### src/rtl/cmp_result_display_pkg.sv
// Shared constants and font helpers for the comparison result display.
// Holds mode encodings, segment patterns and the hex / letter lookups.
package cmp_disp_pkg;

    localparam logic [1:0] MODE_EQ  = 2'b00;
    localparam logic [1:0] MODE_GT  = 2'b01;
    localparam logic [1:0] MODE_LT  = 2'b10;
    localparam logic [1:0] MODE_MAX = 2'b11;

    // Segment order {g,f,e,d,c,b,a}, active-low
    localparam logic [6:0] SEG_BLANK = 7'h7F;
    localparam logic [6:0] SEG_E     = 7'h06;
    localparam logic [6:0] SEG_G     = 7'h42;
    localparam logic [6:0] SEG_L     = 7'h47;
    localparam logic [6:0] SEG_H     = 7'h09;

    function automatic logic [6:0] hex_font(input logic [3:0] v);
        logic [6:0] s;
        s = SEG_BLANK;
        unique case (v)
            4'h0: s = 7'h40;
            4'h1: s = 7'h79;
            4'h2: s = 7'h24;
            4'h3: s = 7'h30;
            4'h4: s = 7'h19;
            4'h5: s = 7'h12;
            4'h6: s = 7'h02;
            4'h7: s = 7'h78;
            4'h8: s = 7'h00;
            4'h9: s = 7'h10;
            4'hA: s = 7'h08;
            4'hB: s = 7'h03;
            4'hC: s = 7'h46;
            4'hD: s = 7'h21;
            4'hE: s = 7'h06;
            4'hF: s = 7'h0E;
        endcase
        return s;
    endfunction

    function automatic logic [6:0] mode_letter(input logic [1:0] m);
        logic [6:0] s;
        s = SEG_BLANK;
        unique case (m)
            MODE_EQ:  s = SEG_E;
            MODE_GT:  s = SEG_G;
            MODE_LT:  s = SEG_L;
            MODE_MAX: s = SEG_H;
        endcase
        return s;
    endfunction

endpackage

### src/rtl/cmp_result_display_hex_to_seg7.sv
// Combinational 4-bit to active-low seven-segment decoder.
// Ports: nib = hex digit in, seg = {g,f,e,d,c,b,a} active-low out.
module hex_to_seg7
    import cmp_disp_pkg::*;
(
    input  logic [3:0] nib,
    output logic [6:0] seg
);

    assign seg = hex_font(nib);

endmodule

### src/rtl/cmp_result_display.sv
// Stability filter, snapshot and 4-digit scanner for the compare result.
// Ports: clk, rst_n, f/sw/hold in; seg/an/dp (active-low), updated out.
module cmp_result_display
    import cmp_disp_pkg::*;
#(
    parameter int REFRESH_DIV   = 50000,
    parameter int STABLE_CYCLES = 16
) (
    input  logic       clk,
    input  logic       rst_n,
    input  logic [7:0] f,
    input  logic [1:0] sw,
    input  logic       hold,
    output logic [6:0] seg,
    output logic [3:0] an,
    output logic       dp,
    output logic       updated
);

    localparam int SW_W = $clog2(STABLE_CYCLES);
    localparam int RW_W = $clog2(REFRESH_DIV);

    localparam logic [SW_W-1:0] S_MAX = SW_W'(STABLE_CYCLES - 1);
    localparam logic [RW_W-1:0] R_MAX = RW_W'(REFRESH_DIV - 1);

    logic [9:0]      din;
    logic [9:0]      cand;
    logic [9:0]      snap;
    logic [SW_W-1:0] stable_cnt;
    logic            load;

    logic [RW_W-1:0] rcnt;
    logic [1:0]      idx;

    logic [6:0]      seg_lo;
    logic [6:0]      seg_hi;
    logic [6:0]      seg_nxt;
    logic            dp_nxt;

    assign din  = {sw, f};
    assign load = (stable_cnt == S_MAX) && !hold;

    // Filter and snapshot
    always_ff @(posedge clk or negedge rst_n) begin
        if (!rst_n) begin
            cand       <= '0;
            stable_cnt <= '0;
            snap       <= '0;
            updated    <= 1'b0;
        end else begin
            cand <= din;
            if (din != cand) begin
                stable_cnt <= '0;
            end else if (stable_cnt != S_MAX) begin
                stable_cnt <= stable_cnt + 1'b1;
            end
            // Saturated count reloads every cycle; only a real change pulses
            updated <= load && (cand != snap);
            if (load) begin
                snap <= cand;
            end
        end
    end

    // Scan timing, independent of the filter
    always_ff @(posedge clk or negedge rst_n) begin
        if (!rst_n) begin
            rcnt <= '0;
            idx  <= '0;
        end else if (rcnt == R_MAX) begin
            rcnt <= '0;
            idx  <= idx + 1'b1;
        end else begin
            rcnt <= rcnt + 1'b1;
        end
    end

    // First cycle of each slot is dark while seg/dp catch up to idx
    always_comb begin
        an = 4'hF;
        if (rcnt != '0) begin
            an = ~(4'b0001 << idx);
        end
    end

    hex_to_seg7 u_lo (
        .nib (snap[3:0]),
        .seg (seg_lo)
    );

    hex_to_seg7 u_hi (
        .nib (snap[7:4]),
        .seg (seg_hi)
    );

    always_comb begin
        seg_nxt = SEG_BLANK;
        dp_nxt  = 1'b1;
        unique case (1'b1)
            (idx == 2'd3): begin
                seg_nxt = mode_letter(snap[9:8]);
                dp_nxt  = !((snap[9:8] == MODE_MAX)
                          && (snap[7:0] == 8'h00));
            end
            (idx == 2'd2): begin
                seg_nxt = SEG_BLANK;
            end
            (idx == 2'd1): begin
                seg_nxt = (snap[7:4] == 4'h0) ? SEG_BLANK : seg_hi;
            end
            (idx == 2'd0): begin
                seg_nxt = seg_lo;
            end
            default: begin
            end
        endcase
    end

    always_ff @(posedge clk or negedge rst_n) begin
        if (!rst_n) begin
            seg <= SEG_BLANK;
            dp  <= 1'b1;
        end else begin
            seg <= seg_nxt;
            dp  <= dp_nxt;
        end
    end

endmodule

### config.mk
export PLATFORM = sky130hd
export DESIGN_NAME = cmp_result_display
export DESIGN_NICKNAME = d
export VERILOG_FILES = /design/src/rtl/cmp_result_display_pkg.sv /design/src/rtl/cmp_result_display_hex_to_seg7.sv /design/src/rtl/cmp_result_display.sv
export SDC_FILE = /design/constraint.sdc
export NUM_CORES = 1
export LEC_CHECK = 0
export BUFFER_PORTS_ARGS = -buffer_cell sky130_fd_sc_hd__buf_2
export CAP_MARGIN = 20
export CORE_MARGIN = 3
export CORE_UTILIZATION = 64
export DETAILED_ROUTE_END_ITERATION = 8
export PLACE_DENSITY = 0.85
export SKIP_LAST_GASP = 1
export SLEW_MARGIN = 20
export SYNTH_ARGS = -nofsm -noshare
export SYNTH_HDL_FRONTEND = slang
export SYNTH_SLANG_ARGS = --single-unit
### constraint.sdc
create_clock -name clk -period 4.13 [get_ports clk]
set_input_delay 0.826 -clock clk [delete_from_list [all_inputs] [get_ports clk]]
set_output_delay 0.826 -clock clk [all_outputs]
set_load 0.01 [all_outputs]
==> results_dict.tcl <==
set metrics [dict create \
    outcome "finished, final reports clean" \
    grt_pass1_wl_mm 8.78 \
    crit_path_start_kind "flip-flop" \
    yosys.cell_types.count 37 \
    clock_power_share_pct 36.8 \
    crit_fanout 4 \
    ys_ff_latch 51 \
    die-area_um2 5400 \
    synth_xor_area_share_pct 10.8 \
    ir_drop_v 0.000200 \
    synth_top_family_by_area "simple AND/OR/NAND/NOR gates" \
    die_h_um 73.5 \
    drtAntennaViolNets 0 \
    finalHoldViolCount 0 \
    synth_top_area_share_pct 36.9 \
    critPathKind "flip-flop to output pin" \
    ios 26 \
    fillCellCount 295 \
    comb_power_share_pct 3.4 \
    grt_max_degree 52 \
    syn-num-nets 322 \
    htree_levels 2 \
    multi_input_area_um2 1520 \
    swShare_pct 21.6 \
    setup_viol 0 \
    cp-end-kind "output pin" \
    syn_to_final_growth_pct 8.24 \
    clkSinkCount 51 \
    skew_ps 11.6 \
    synth-adder-area-share_pct 11.2 \
    min_period_ps 2670 \
    drc 0 \
    final_common_cell "dfrtp_1" \
    grt_pass1_vias 1906 \
    muxShareOfSynthArea_pct 5.66 \
    wl_per_cell_um 14.7 \
    core_area_um2 4200 \
    vias_per_cell 5.76 \
    cts_buffer_depth 2 \
    totalPowerFinal_uw 854 \
    gp_congestion 0.859 \
    ys_warn_count 0 \
    finalMaxSlewViolations 0 \
    vias 2045 \
    seqPwrFrac_pct 59.8 \
    antenna_found_initial 0 \
    cts_tree "done" \
    drt_iter0_drc 115 \
    hp-class "flip-flop to flip-flop" \
    synth_area_um2 2920 \
    p_per_area_nw_per_um2 270 \
    fin_crit_sh_pct 64.6 \
    max-cap-violations 0 \
    synth_area_leaders "dfrtp_1 37%, ha_1 11%, dfstp_2 7.2%" \
    grt_overflow 0 \
    rows 23 \
    syn_avg_cell_area_um2 10.3 \
    p_int_uw 669 \
    start_util_pct 69.4 \
    fin_nets 343 \
    worst_slew_pin_slew_ps 622 \
    critPathArrivalTime_ps 1840 \
    totalWireLength_mm 5.21 \
    synth-simple-area-share_pct 17.1 \
    yosys.area.top_type "dfrtp_1" \
    holdBufCountCts 0 \
    yosysSeqAreaShare_pct 44.1 \
    cts-resized-gates 0 \
    grt.total_usage_pct 21.2 \
    dp_hpwl_mm 3.86 \
    diodes 0 \
    critPathRequiredTime_ps 3300 \
    slew_headroom_pct 58.5 \
    grt_setup_unrepaired "no" \
    synth-compound-area-share_pct 7.51 \
    cts_root_buffer "clkbuf_8" \
    postCtsSetupRepairBufs 0 \
    fin_setup_tns_ps 0 \
    seq_area_um2 1290 \
    die_w_um 73.5 \
    p_sw_uw 184 \
    drive_gt1_share_pct 18.4 \
    dr.pass1.iters 4 \
    syn_inst 283 \
    clk_pin_slew_ps 80 \
    clk_latency_ps 310 \
    leakage_uw 0.00143 \
    layout_common_cells "43 x dfrtp_1, 26 x ha_1, 24 x buf_2, 20 x nand2_1, 20 x nor2_1" \
    cts_made_buffers 5 \
    portBuffers 25 \
    clock.fmax_mhz 375 \
]
[layout make-up]
| cell class | instances | area share, % |
|---|---|---|
| inverter | 15 | 1.78 |
| tap | 50 | 1.98 |
| multi-input combinational | 206 | 48.3 |
| sequential | 51 | 40.7 |
| clock buffer | 8 | 3.17 |
| timing repair buffer | 25 | 4.04 |
[power by group through the flow]
stage	combinational [uW]	clock [uW]	sequential, uW
after floorplan	10.8	0	519
after global placement	28.7	0	520
after detailed placement	29.7	0	520
after CTS	29.9	318	510
after global routing	33.5	339	511
final	29.0	314	510
[Yosys cell counts]
library cell,count
nor4bb_1,1
mux2i_1,3
mux2_2,12
nor3_1,8
nand4_1,7
nor4b_1,1
or2_2,1
a21oi_1,7
buf_1,1
buf_6,1
and3_2,1
buf_2,1
o311ai_0,1
a31oi_1,3
nor2b_1,4
nand3_1,14
ha_1,26
nor2_1,20
nor4_1,7
nand2b_1,5
xnor2_1,17
o31ai_1,3
inv_1,15
or4_4,1
a221oi_1,1
nand2_1,20
a22oi_1,1
nor4_4,1
a221o_1,2
xor2_1,19
clkbuf_1,8
dfstp_2,8
o211ai_1,7
o21ai_0,9
nand3b_1,2
dfrtp_1,43
nor3b_1,2
[through the flow]
| step | cells | hold WS [ps] | setup slack (ps) | utilization, % | instance area [um^2] |
|---|---|---|---|---|---|
| 2_1_floorplan | 283 | 464 | 1960 | - | 2920 |
| 3_3_place_gp | 347 | 480 | 1800 | 72.7 | 3050 |
| 3_5_place_dp | 347 | 490 | 1780 | 72.7 | 3050 |
| 4_1_cts | 355 | 502 | 1440 | 75.1 | 3150 |
| 5_1_grt | 355 | 544 | 1330 | 75.1 | 3160 |
| 6_report | 355 | 501 | 1460 | 75.1 | 3160 |
[critical path: stages, from the launching register on]
cell and delay (ps):
dfrtp_1 400, or4_4 550, nor4_4 150, nand3_1 190
nand2_1 110, buf_2 130
[sequential cells by signal, indices dropped and copies added (netlist names)]
register,cells
cand,10
dp,1
idx,2
rcnt,16
seg,7
snap,10
stable_cnt,4
updated,1
[worst paths after layout]
check / from / end / slack (ps) / cells past startpoint
max: rcnt[10] / an[3] / 1460 / 5
min: rcnt[10] / rcnt[10] / 500 / 1
max reg2reg: rcnt[10] / idx[1] / 2190 / 4
min reg2reg: rcnt[10] / rcnt[10] / 500 / 1
max in group asynchronous: rst_n / rcnt[13] / 3180 / 1
min in group asynchronous: rst_n / rcnt[3] / 520 / 1
[routing by layer]
metal	up-vias	GRT usage (%)	part of all wire [%]
met3	6	4.79	4.0
met4	0	7.85	1.5
met2	39	33.1	48
li1	1022	-	-
met5	-	0	0
met1	978	29.0	47
[logic make-up (layout without fill, tap and decap cells)]
group | count (synthesis) | in the layout
buf+inv | 26 | 48
simple gates | 95 | 95
mux | 15 | 15
compound gates | 34 | 34
xor+xnor | 36 | 36
fa+ha+maj | 26 | 26
flops | 51 | 51
Note: power is estimated with default switching activity, not from simulation.
